==> src/rtl/cla_pipe_adder.sv <==
// Pipelined carry-lookahead adder/subtractor, one 4-bit group per stage.
// Operands are skewed through the pipe; results emerge NG cycles after acceptance.
module cla_pipe_adder #(
   parameter int WIDTH = 16
) (
   input  logic             clk,
   input  logic             rst,
   input  logic             in_valid,
   output logic             in_ready,
   input  logic [WIDTH-1:0] A,
   input  logic [WIDTH-1:0] B,
   input  logic             c_in,
   input  logic             sub,
   output logic             out_valid,
   input  logic             out_ready,
   output logic [WIDTH-1:0] sum,
   output logic             c_out,
   output logic             ovf
);

   localparam int NG = WIDTH / 4;

   // Returns {carry out, carry into bit 3, 4-bit sum}.
   function automatic logic [5:0] cla4(
      input logic [3:0] a,
      input logic [3:0] b,
      input logic       ci
   );
      logic [3:0] g;
      logic [3:0] p;
      logic [4:0] c;
      g    = a & b;
      p    = a ^ b;
      c[0] = ci;
      c[1] = g[0] | (p[0] & ci);
      c[2] = g[1] | (p[1] & g[0]) | (p[1] & p[0] & ci);
      c[3] = g[2] | (p[2] & g[1]) | (p[2] & p[1] & g[0])
           | (p[2] & p[1] & p[0] & ci);
      c[4] = g[3] | (p[3] & g[2]) | (p[3] & p[2] & g[1])
           | (p[3] & p[2] & p[1] & g[0])
           | (p[3] & p[2] & p[1] & p[0] & ci);
      return {c[4], c[3], p ^ c[3:0]};
   endfunction

   logic             advance;
   logic [WIDTH-1:0] b_eff;
   logic             c0;

   assign advance  = ~out_valid | out_ready;
   assign in_ready = rst | advance;
   assign b_eff    = sub ? ~B : B;
   assign c0       = sub | c_in;

   for (genvar k = 0; k < NG; k++) begin : g_stg
      logic [WIDTH-1:4*k] ain;
      logic [WIDTH-1:4*k] bin;
      logic               gci;
      logic               gvld;
      logic [5:0]         r;
      logic               vld;
      logic               cy;
      logic [4*k+3:0]     s;

      assign r = cla4(ain[4*k+3:4*k], bin[4*k+3:4*k], gci);

      if (k == 0) begin : g_src
         assign ain  = A;
         assign bin  = b_eff;
         assign gci  = c0;
         assign gvld = in_valid;

         always_ff @(posedge clk) begin
            if (rst) s <= '0;
            else if (advance) s <= r[3:0];
         end
      end else begin : g_src
         assign ain  = g_stg[k-1].g_up.a;
         assign bin  = g_stg[k-1].g_up.b;
         assign gci  = g_stg[k-1].cy;
         assign gvld = g_stg[k-1].vld;

         // Low result bits ride along with their operation.
         always_ff @(posedge clk) begin
            if (rst) s <= '0;
            else if (advance) s <= {r[3:0], g_stg[k-1].s};
         end
      end

      always_ff @(posedge clk) begin
         if (rst) begin
            vld <= 1'b0;
            cy  <= 1'b0;
         end else if (advance) begin
            vld <= gvld;
            cy  <= r[5];
         end
      end

      if (k < NG-1) begin : g_up
         logic [WIDTH-1:4*k+4] a;
         logic [WIDTH-1:4*k+4] b;

         always_ff @(posedge clk) begin
            if (rst) begin
               a <= '0;
               b <= '0;
            end else if (advance) begin
               a <= ain[WIDTH-1:4*k+4];
               b <= bin[WIDTH-1:4*k+4];
            end
         end
      end

      if (k == NG-1) begin : g_last
         logic ovf_q;

         always_ff @(posedge clk) begin
            if (rst) ovf_q <= 1'b0;
            else if (advance) ovf_q <= r[5] ^ r[4];
         end
      end
   end

   assign out_valid = g_stg[NG-1].vld;
   assign sum       = g_stg[NG-1].s;
   assign c_out     = g_stg[NG-1].cy;
   assign ovf       = g_stg[NG-1].g_last.ovf_q;

endmodule

==> config.mk <==
export PLATFORM = sky130hd
export DESIGN_NAME = cla_pipe_adder
export DESIGN_NICKNAME = d
export VERILOG_FILES = /design/src/rtl/cla_pipe_adder.sv
export SDC_FILE = /design/constraint.sdc
export NUM_CORES = 1
export LEC_CHECK = 0
export ABC_AREA = 0
export CAP_MARGIN = 20
export CORE_MARGIN = 2
export CORE_UTILIZATION = 56
export CTS_BUF_LIST = sky130_fd_sc_hd__clkbuf_4
export DETAILED_ROUTE_END_ITERATION = 7
export GPL_TIMING_DRIVEN = 0
export PLACE_DENSITY_LB_ADDON = 0.3
export SETUP_SLACK_MARGIN = 0.05
export SYNTH_ARGS = -nofsm -noshare
export SYNTH_HDL_FRONTEND = slang
export SYNTH_SLANG_ARGS = --single-unit
==> constraint.sdc <==
create_clock -name clk -period 2.6 [get_ports clk]
set_clock_uncertainty 0.1 [all_clocks]
set_input_delay 0.39 -clock clk [delete_from_list [all_inputs] [get_ports clk]]
set_output_delay 0.39 -clock clk [all_outputs]
set_load 0.02 [all_outputs]
After elaboration in Yosys (flattened, before gate mapping)
Cells that the tools add are included. W data, S select, Z words.

Add/subtract/negate cells: 0. $mul: 0. Divide/modulo/power cells: 0. Order comparisons: 0. Equal/unequal tests: 0. Shift-type cells: 0. Muxes and demuxes: 1. Bitwise gates (word level): 122. Reductions and logical operators: 0.

Operators by type and width (count): $and A1 B1 Y1 (64); $or A1 B1 Y1 (43); $xor A4 B4 Y4 (8); $and A4 B4 Y4 (4); $mux W16 (1); $not A16 Y16 (1); $not A1 Y1 (1); $xor A1 B1 Y1 (1).

Bits in registers: 97. Latch bits: 0. Memory bits (writable): 0. Memory bits (read-only): 0. Bits of input ports: 38. Output and inout port bits: 20. Memories: 0.

Longest topological paths before layout
Gate-level depths: netlist of run 1.

Depth after elaboration: 8. Mapped depth: 8. Mapped depth without buffers: 6.

Worst setup path after synthesis of run 1
Ideal clock, no wire load.

Path type: input port to flip-flop. Start point: in sub. End point: reg g_stg[0].cy. Library setup time: 0.095 ns. Arrival: 1.758 ns. Required time: 2.405 ns. Path slack: 0.647 ns. Cell stages on the path: 8. Path buffers: 2. Path through: buf_4 > buf_4 > xor2_1 > ha_1 > o211ai_1 > a21boi_0 > o21ai_0 > a221oi_1.

Word-level cells in the longest chain between the ends: 7. Elaborated cells between the ends (all ways): 15. Those cells by class: 1 x mux; 14 x bitwise.

Ends and longest elaborated chain: start: declaration (RTL line 13) `input logic sub,`; $mux W16 (RTL line 51) `assign b_eff = sub ? ~B : B;`; $xor A4 B4 Y4 or $and A4 B4 Y4 (tied branches) (RTL line 33, 32); $and A1 B1 Y1, on equally long branches (RTL line 39, 40, 41); $or A1 B1 Y1 (tied with other cells) (2 in a row) (RTL line 39) `c[4] = g[3] | (p[3] & g[2]) | (p[3] & p[2] & g[1])`; $or A1 B1 Y1 or $and A1 B1 Y1 (tied branches) (RTL line 40, 41); $or A1 B1 Y1 (*) (RTL line 41) `| (p[3] & p[2] & p[1] & p[0] & ci);`; end signal: assignment (RTL line 95) `cy <= r[5];`; end: declaration (RTL line 61) `logic cy;`.

Mark *: on every way between the ends. The rest lies on a longest branch, timed or not. A chain may end at the register's enable or synchronous reset.

Worst setup path after layout of run 1
Start point: reg g_stg[3].vld, in the netlist out_valid. End point: out in_ready.

Word-level cells in the longest chain between the ends: 3.

Ends and longest elaborated chain: start: declaration (RTL line 60) `logic vld;`; start signal: assignment (RTL line 94) `vld <= gvld;`; $not A1 Y1 (RTL line 49) `assign advance = ~out_valid | out_ready;`; $or A1 B1 Y1 (RTL line 49); $or A1 B1 Y1 (RTL line 50) `assign in_ready = rst | advance;`; end: declaration (RTL line 9) `output logic in_ready,`.

Every way passes these cells.

==> results by group, run 1 <==
Placement
  • Post-placement cell count: 649
  • Area after DPL: 0.00481 mm^2
  • DP Worst Slack: -0.0465 ns
  • IO Port Bufs: 56
  • Dpl hpwl: 6.99 mm
  • Placer Congestion: 0.857

Run
  • Max_cap viols: 0

Route
  • Vias post-DR: 3649
  • DR top layer: met4
  • Post-route antenna net violation count: 0
  • WL met2: 4.62 mm
  • DRT iter0 DRCs: 196
  • Wirelength per Cell: 14.2 um
  • Remaining DRCs: 0
  • 1st-pass router iterations: 5
  • M1 wire length: 4.03 mm
  • Routed WL: 9.49 mm
  • WL met3: 576 um
  • Vias per inst: 5.48

Global route
  • First-pass GRT wire length: 15.5 mm
  • Largest net degree at the start of global routing: 17
  • Vias in the first global route: 3418
  • Initial antenna violation count: 1
  • Gr ovfl total: 0
  • Overall Global Routing Usage: 0.238

Floorplan
  • Die height: 89.8 um
  • CORE AREA: 0.00718 mm^2
  • # rows: 31
  • Die width: 89.8 um
  • Die ar.: 0.00807 mm^2
  • Starting density of the core: 0.575
  • Number of I/O pins: 58

Yosys
  • Yosys cell types: 38
  • Yosys top cell area share: 0.471
  • Yosys top cell by area: dfxtp_1
  • Post-synth net total: 554
  • Main flop type after synthesis: dfxtp_1
  • Post-synthesis mux area share: 0
  • Number of synthesized flops with an enable pin: 0
  • FF+latch count, synth: 97
  • Syn Area/Cell: 8.35 um^2
  • Mapped Area: 0.00413 mm^2
  • Largest family of logic cells by synthesized area: simple AND/OR/NAND/NOR gates
  • Compound-Gate Fraction of Synth Area: 0.174
  • Synth Area in Adders: 0.0740
  • Post-synth ARST share: 0
  • Synth Warn #: 0
  • Cells after synthesis: 494
  • Post-Synth XOR/XNOR Area: 0.0424
  • Top cells by area, synth: dfxtp_1, nand2_1, a21oi_1
  • Post-Synth Simple-Gate Area: 0.188
  • Sequential-to-total area share from yosys stat: 0.471

Worst setup path
  • FF-to-FF Start: g_stg[2].g_up.b[12]
  • CP endpoint kind: output pin
  • Critical Path RT: 2.11 ns
  • R2R Setup Slk: 0.83 ns
  • Kind of critical path: reg -> out
  • R2R cell count: 5
  • CP arrival: 1.67 ns
  • Worst Path Max Fanout: 10
  • Worst Setup Start Kind: flop
  • Reg2reg end: ovf

Cells and area
  • Final std cell area, no fill: 0.00498 mm^2
  • Commonest non-fill, non-tap cell in the layout: nand2_1
  • # nets final: 621
  • Fraction of layout instances using a drive strength above 1: 0.0760
  • Final Instance Count excl. Fillers: 666
  • Syn-to-layout area delta: 20.8%
  • Commonest cells after routing, fill and taps aside: nand2_1, dfxtp_1, a21oi_1, clkdlybuf4s50_1, nor2_1
  • Final Util: 0.695

Pwr
  • Pwr per Cell Area: 589 mW/mm^2
  • Worst vdd ir: 0.313 mV
  • Combinational group share of total power: 0.134
  • Switching Share: 0.262
  • Pint: 2.17 mW
  • Pleak: 1.92 nW
  • Part of the power in the clock network: 0.307
  • Reg power frac: 0.559
  • Sw power: 0.769 mW

Timing
  • Final hold viol count: 0
  • Fin worst setup slack: 0.444 ns
  • Worst slew pin tran: 0.591 ns
  • Final setup viols: 0
  • RSZ-0062 raised after global routing: false
  • Peak Freq: 464 MHz
  • Tcrit/Tclk final: 0.829
  • Fin crit period: 2.16 ns
  • Rel. slew slack: 0.606
  • Sum Neg Setup Slack: 0 ns
  • Fin. max-slew vios: 0

Clocking
  • Clock Tree Root: clkbuf_4
  • Clock sinks: 97
  • Setup Fix Bufs, Post-CTS: 0
  • CTS HTree Levels: 3
  • Clock buffer depth: 2
  • Hold_buf cts: 0
  • Clock latency on the worst-skew pair: 0.46 ns
  • CTS tree: built
  • CTS Buf Count: 9
  • Worst-path clk slew: 0.15 ns

Min path
  • HP Class: in -> reg
  • Hold Path Depth: 3
  • Hold Path End: g_stg[0].g_up.b[5]
  • Min-delay src: sub

Outcome
  • Outcome: finished, final reports clean
registers in the layout (all words and copies together) (netlist names):
name,flops
g_stg.g_up.b,24
g_stg.cy,3
c_out,1
g_stg.g_up.a,24
out_valid,1
g_stg.s,24
ovf,1
g_stg.vld,3
sum,16
layer usage:
layer,vias up,GRT usage
met1,1692,0.291
li1,1803,-
met4,0,0.108
met3,22,0.0469
met2,132,0.407
met5,-,0
per-stage QoR:
| stage | hold WS (ns) | power, mW |
|---|---|---|
| after floorplan | 0.332 | 1.91 |
| final | 0.235 | 2.94 |
| after global placement | 0.338 | 2.05 |
| after global routing | 0.239 | 3.04 |
| after detailed placement | 0.344 | 2.06 |
| after CTS | 0.228 | 2.94 |
cells in the mapped netlist, types with 2 or more instances:
master,number
a211oi_1,19
a21oi_1,72
a31oi_1,4
a32o_1,2
and3_1,2
buf_2,17
buf_4,8
clkbuf_1,10
dfxtp_1,97
fa_1,4
ha_1,18
inv_1,6
nand2_1,141
nand3_1,2
nand4b_1,2
nor2_1,31
nor3_1,4
nor4_1,2
nor4b_1,2
o211ai_1,4
o21ai_0,12
xnor2_1,15
xor2_1,5
cells by family (layout without fill, tap and decap cells):
family,after synthesis,count (layout)
AND/OR/NAND/NOR,191,191
AO/OA/AOI/OAI,122,122
flip-flops,97,97
buffers and inverters,42,114
adder cells (fa/ha/maj),22,22
XOR/XNOR,20,20
other,0,1
layout make-up:
class | count | area (um^2)
Fill cell | 562 | 2190
Multi-Input combinational cell | 355 | 1980
Sequential cell | 97 | 1940
Timing Repair Buffer | 56 | 563
Buffer | 35 | 189
Tap cell | 99 | 124
Clock inverter | 7 | 92.6
Clock buffer | 9 | 67.6
Inverter | 7 | 27.5
Antenna cell | 1 | 2.50
power by group through the flow:
stage / clock, mW / sequential (mW) / combinational (mW)
floorplan: 0 / 1.67 / 0.238
global placement: 0 / 1.67 / 0.375
detailed placement: 0 / 1.67 / 0.390
CTS: 0.903 / 1.64 / 0.394
global route: 0.956 / 1.65 / 0.437
finish: 0.900 / 1.64 / 0.395
timing repair:
action | in CTS | in global routing
pin swaps | 0 | 0
resized for setup | 4 | 1
setup endpoints to repair | 1 | 1
worst max-delay path, cell delays in order (launching register included):
cell,delay [ns]
dfxtp_1,0.40
nor2b_1,0.16
buf_4,0.18
buf_4,0.20
nand2_1,0.07
dlymetal6s2s_1,0.21
worst max-delay path by stage:
stage | endpoint | start | cells past startpoint | slack (ns)
floorplan | g_stg[0].cy | sub | 8 | 0.65
global placement | in_ready | rst | 5 | -0.06
detailed placement | in_ready | rst | 5 | -0.05
CTS | in_ready | out_valid | 5 | 0.09
global route | in_ready | out_valid | 5 | 0.33
finish | in_ready | out_valid | 5 | 0.44
Power figures use the tool's default switching activity.
==> inputs of run 2 (changes only) <==
==> constraint.sdc (replaced) <==
create_clock -name clk -period 2.1 [get_ports clk]
set_clock_uncertainty 0.1 [all_clocks]
set_input_delay 0.315 -clock clk [delete_from_list [all_inputs] [get_ports clk]]
set_output_delay 0.315 -clock clk [all_outputs]
set_load 0.02 [all_outputs]
==> results by group, run 2 (same netlist as run 1, synthesis figures left out) <==
Floorplan
  • Die width: 89.8 um
  • Die height: 89.8 um
  • CORE AREA: 0.00718 mm^2
  • Starting density of the core: 0.575
  • Die ar.: 0.00807 mm^2
  • Number of I/O pins: 58
  • # rows: 31

Route
  • Remaining DRCs: 0
  • M1 wire length: 4.11 mm
  • Vias post-DR: 3636
  • WL met3: 530 um
  • DRT iter0 DRCs: 225
  • Post-route antenna net violation count: 0
  • Wirelength per Cell: 14.3 um
  • Routed WL: 9.51 mm
  • WL met2: 4.64 mm
  • Vias per inst: 5.45
  • 1st-pass router iterations: 7
  • DR top layer: met4

Worst setup path
  • Crit. path cell count: 5
  • Worst path bufs/invs: 4
  • Cell Chain, Critical Path: clkdlybuf4s50_1 -> clkinv_2 -> clkbuf_2 -> nand2_1 -> clkbuf_2
  • Reg2reg end: ovf
  • Kind of critical path: in -> out
  • FF-to-FF Start: g_stg[2].g_up.b[12]
  • R2R cell count: 5
  • Most used cell, CP: clkbuf_2
  • R2R Setup Slk: 0.32 ns
  • Critical Path RT: 1.68 ns
  • Slowest-stage cell, CP: clkdlybuf4s50_1
  • Top delay family on crit path: buffers and inverters
  • Worst Path Max Fanout: 10
  • CP arrival: 1.47 ns
  • Critical path capture point: in_ready
  • Crit path from: rst
  • Max stage delay on crit path: 0.50 ns
  • CP endpoint kind: output pin
  • Worst Setup Start Kind: input port

Pwr
  • Sw power: 0.954 mW
  • Pint: 2.68 mW
  • Switching Share: 0.262
  • Combinational group share of total power: 0.135
  • Part of the power in the clock network: 0.307
  • Reg power frac: 0.559
  • Worst vdd ir: 0.388 mV
  • Power Total: 3.64 mW
  • Pleak: 1.93 nW
  • Pwr per Cell Area: 729 mW/mm^2

Clocking
  • Clock latency on the worst-skew pair: 0.46 ns
  • Clock Tree Root: clkbuf_4
  • Clock buffer depth: 2
  • Worst-path clk slew: 0.14 ns
  • CTS HTree Levels: 3
  • CTS Buf Count: 9
  • Clock sinks: 97
  • CTS tree: built

Timing
  • Peak Freq: 530 MHz
  • Fin. max-slew vios: 0
  • Final hold viol count: 0
  • Fin crit period: 1.89 ns
  • Fin Hold WS: 0.157 ns
  • Worst slew pin tran: 0.608 ns
  • Fin worst setup slack: 0.213 ns
  • Rel. slew slack: 0.595
  • Final setup viols: 0
  • RSZ-0062 raised after global routing: false
  • Tcrit/Tclk final: 0.898

Cells and area
  • Final Util: 0.695
  • Area of the multi-input gates: 0.00198 mm^2
  • Top Registers: g_stg.g_up.a (24), g_stg.g_up.b (24), g_stg.s (24)
  • Final Instance Count excl. Fillers: 667
  • Sequential Area: 0.00194 mm^2
  • # nets final: 622
  • Fill count: 559
  • Fraction of layout instances using a drive strength above 1: 0.0811
  • Commonest cells after routing, fill and taps aside: nand2_1, dfxtp_1, a21oi_1, clkdlybuf4s50_1, nor2_1
  • Syn-to-layout area delta: 20.9%
  • Commonest non-fill, non-tap cell in the layout: nand2_1

Placement
  • DP Worst Slack: -0.396 ns
  • IO Port Bufs: 56
  • Placer Congestion: 0.857
  • Dpl hpwl: 6.99 mm
  • Post-placement cell count: 649

Global route
  • Initial antenna violation count: 1
  • Vias in the first global route: 3424
  • Overall Global Routing Usage: 0.239
  • Gr ovfl total: 0
  • Largest net degree at the start of global routing: 17
  • First-pass GRT wire length: 15.6 mm

Min path
  • HP Class: in -> reg

Run
  • Max_cap viols: 0

Outcome
  • Outcome: finished, final reports clean
run 2: routing by layer:
metal | vias to the layer above | track usage
met2 | 143 | 0.408
met4 | 0 | 0.106
met1 | 1672 | 0.293
met3 | 18 | 0.0469
li1 | 1803 | -
met5 | - | 0
run 2: area by class of cell:
cell class,instances,area share
well taps,99,0.0248
diodes,1,0.000502
clock buffers,9,0.0135
multi-input cells,355,0.396
flip-flops and latches,97,0.390
clock inverters,7,0.0186
inverters,7,0.00552
plain buffers,35,0.0386
repair buffers,57,0.113
run 2: power by group through the flow:
| stage | clock network [mW] | logic, mW | registers (mW) |
|---|---|---|---|
| floorplan | 0 | 0.294 | 2.07 |
| global placement | 0 | 0.465 | 2.07 |
| detailed placement | 0 | 0.482 | 2.07 |
| CTS | 1.12 | 0.488 | 2.03 |
| global route | 1.18 | 0.541 | 2.04 |
| finish | 1.12 | 0.490 | 2.03 |
run 2: worst min-delay path, stage by stage:
cell,delay [ns]
buf_4,0.17
xnor2_1,0.13
a211oi_1,0.07
run 2: what timing repair did:
action / CTS / global route
endpoints found under the setup margin: 1 / 1
setup buffers: 1 / 0
hold buffers: 0 / 0
hold endpoints to repair: 0 / 0
gates resized for setup: 8 / 1
run 2: how the worst min path moves through the flow:
| stage | startpoint | end | cells after the start |
|---|---|---|---|
| 2_1_floorplan | g_stg[0].g_up.a[10] | g_stg[0].g_up.a[10] | 2 |
| 6_report | sub | g_stg[0].g_up.b[5] | 3 |
| 3_3_place_gp | sum[12] | sum[12] | 2 |
| 4_1_cts | sub | g_stg[0].g_up.b[5] | 3 |
| 5_1_grt | sub | g_stg[0].g_up.b[15] | 3 |
| 3_5_place_dp | sum[6] | sum[6] | 2 |
run 2: metrics by stage:
stage	TNS (ns)	instance area [um^2]
floorplan	0	4130
global placement	-0.414	4810
detailed placement	-2.73	4810
CTS	0	4990
global route	0	4990
finish	0	4990
==> RTL change (settings of run 2) <==
Change the parameter `WIDTH` from 16 to 32.
--- a/src/rtl/cla_pipe_adder.sv
+++ b/src/rtl/cla_pipe_adder.sv
@@ -1,7 +1,7 @@
 // Pipelined carry-lookahead adder/subtractor, one 4-bit group per stage.
 // Operands are skewed through the pipe; results emerge NG cycles after acceptance.
 module cla_pipe_adder #(
-   parameter int WIDTH = 16
+   parameter int WIDTH = 32
 ) (
    input  logic             clk,
    input  logic             rst,
Interface: changed (resized A, B and sum); port bits go from 58 to 106. The function was not compared with the original's and may differ.
==> RTL change against run 2 <==
  * Routed wire length rose to 3.9 times the old value
  * Sequential cell count rose by 288
  * Sequential power rose to 3.8 times the old value
  * Maximum frequency fell by 1.1%
  * Worst hold slack got worse by 0.099 ns
  * Synthesized area rose to 3.6 times the old value
  * Power rose to 4.0 times the old value
  * First-iteration DRC count rose to 4.3 times the old value
  * Cell count rose to 3.6 times the old value
  * Critical path depth fell by 1
  * Die area rose to 3.4 times the old value
  * Design area rose to 3.5 times the old value
  * Count of clock-buffer cells in the layout rose by 119
  * Setup slack got worse by 0.022 ns
==> RTL change: results <==
metrics = {
    "worst_setup_path": {
        "critPathTopFamily": "flip-flops",
        "arrival_ns": 1.49,
        "max_stage_delay_ns": 0.34,
        "crit_slowest_cell": "dfxtp_2",
        "crit_fanout": 3,
    },
    "layout": {
        "reg.largest.list": "g_stg.g_up.a x112, g_stg.g_up.b x112, g_stg.s x112",
        "fin_nets": 2106,
        "drive_above_1_share_pct": 11.4,
    },
    "global_route": {
        "grt_pass1_wl_mm": 59.9,
        "grt_pass1_vias": 12500,
        "grt_antenna_before_repair": 1,
        "grt_max_degree": 19,
        "grt_util_all_layers_pct": 26.2,
    },
    "timing": {
        "tightest_slew_ns": 0.749,
    },
    "synthesis": {
        "synth_cell_types": 38,
        "postSynthAreaPerCell_um2": 8.18,
        "synthArstFlopShare_pct": 0,
        "ys.flop_type": "dfxtp_1",
        "yosys-top-cells-count": "nand2_1 (658), dfxtp_1 (385), a21oi_1 (332)",
        "synthesis.nets": 1905,
        "synthTopCellsByArea": "dfxtp_1 (53%), nand2_1 (17%), a21oi_1 (11%)",
        "seq_area_frac_synth_pct": 52.5,
        "yosys_warnings": 0,
    },
    "power": {
        "peakVddDrop_v": 0.000412,
        "p_leak_nw": 6.62,
    },
    "place": {
        "port_buffers": 103,
        "dpl.cell_count": 2231,
        "dp_hpwl_mm": 26.5,
        "placedInstanceArea_um2": 16100,
        "place_congestion": 0.887,
    },
    "routing": {
        "dr.pass1.iters": 7,
        "wirelength_mm": 36.6,
        "via_per_inst": 5.34,
        "drt_iter0_drc": 972,
        "vias": 12800,
    },
    "clocking": {
        "clk_pin_slew_ns": 0.07,
        "cts_max_level": 3,
        "cts-root-buf": "clkbuf_4",
        "numCtsBuffers": 94,
        "cts_max_path_buffers": 3,
        "worstSkewPairLatency_ns": 0.71,
    },
    "min_path": {
        "hp-class": "primary input to flop",
    },
    "outcome": {
        "status": "completed",
    },
}
## RTL change: final timing paths
check            start       endpoint  slack, ns  cells after the start
max          out_valid       in_ready       0.19                      4
min                rst  g_stg[0].s[3]       0.06                      4
max reg2reg  out_valid        sum[16]       0.29                      8
min reg2reg    sum[12]        sum[12]       0.35                      2
## RTL change: cells by family after synthesis
group,Yosys count,synth area share (%)
buffers and inverters,140,4.88
adder cells (fa/ha/maj),42,3.99
XOR/XNOR,40,2.39
AND/OR/NAND/NOR,758,20.2
AO/OA/AOI/OAI,427,16.0
multiplexers,1,0.0682
flip-flops,385,52.5
## RTL change: cell type report
| cell class | instances | area [um^2] |
|---|---|---|
| fillers | 2243 | 8600 |
| flip-flops and latches | 385 | 7710 |
| multi-input cells | 1268 | 6260 |
| repair buffers | 107 | 1020 |
| clock buffers | 128 | 961 |
| plain buffers | 134 | 694 |
| well taps | 335 | 419 |
| clock inverters | 32 | 229 |
| inverters | 4 | 15.0 |
| diodes | 1 | 2.50 |
## RTL change: what timing repair did
item                                    in CTS  in global routing
endpoints found under the hold margin        2                  0
gates resized for setup                     48                  3
hold buffers                                 1                  0
endpoints found under the setup margin      36                  1
setup buffers                                2                  1
cloned                                       0                  0
## RTL change: tightest hold or removal path: cells and delay by family
kind / cells / cell delay (ns)
buf+inv: 2 / 0.33
simple gates: 1 / 0.06
compound gates: 1 / 0.11
## RTL change: routing by layer
metal | wire length (um) | GRT usage, %
met1 | 16200 | 33.2
met2 | 17000 | 44.1
met3 | 2250 | 4.79
met4 | 1170 | 11.0
met5 | 0 | 0
## RTL change: per-stage QoR
stage	TNS, ns	worst slack [ns]
CTS	0	0.00813
global placement	-0.805	-0.542
global route	0	0.130
finish	0	0.191
detailed placement	-0.908	-0.573
floorplan	0	0.0744
## RTL change: power breakdown
group | leakage, nW | switching (mW) | total (mW) | internal [mW]
registers | 3.14 | 0.153 | 7.70 | 7.54
logic | 2.79 | 0.444 | 0.820 | 0.376
clock network | 0.691 | 2.86 | 6.16 | 3.30
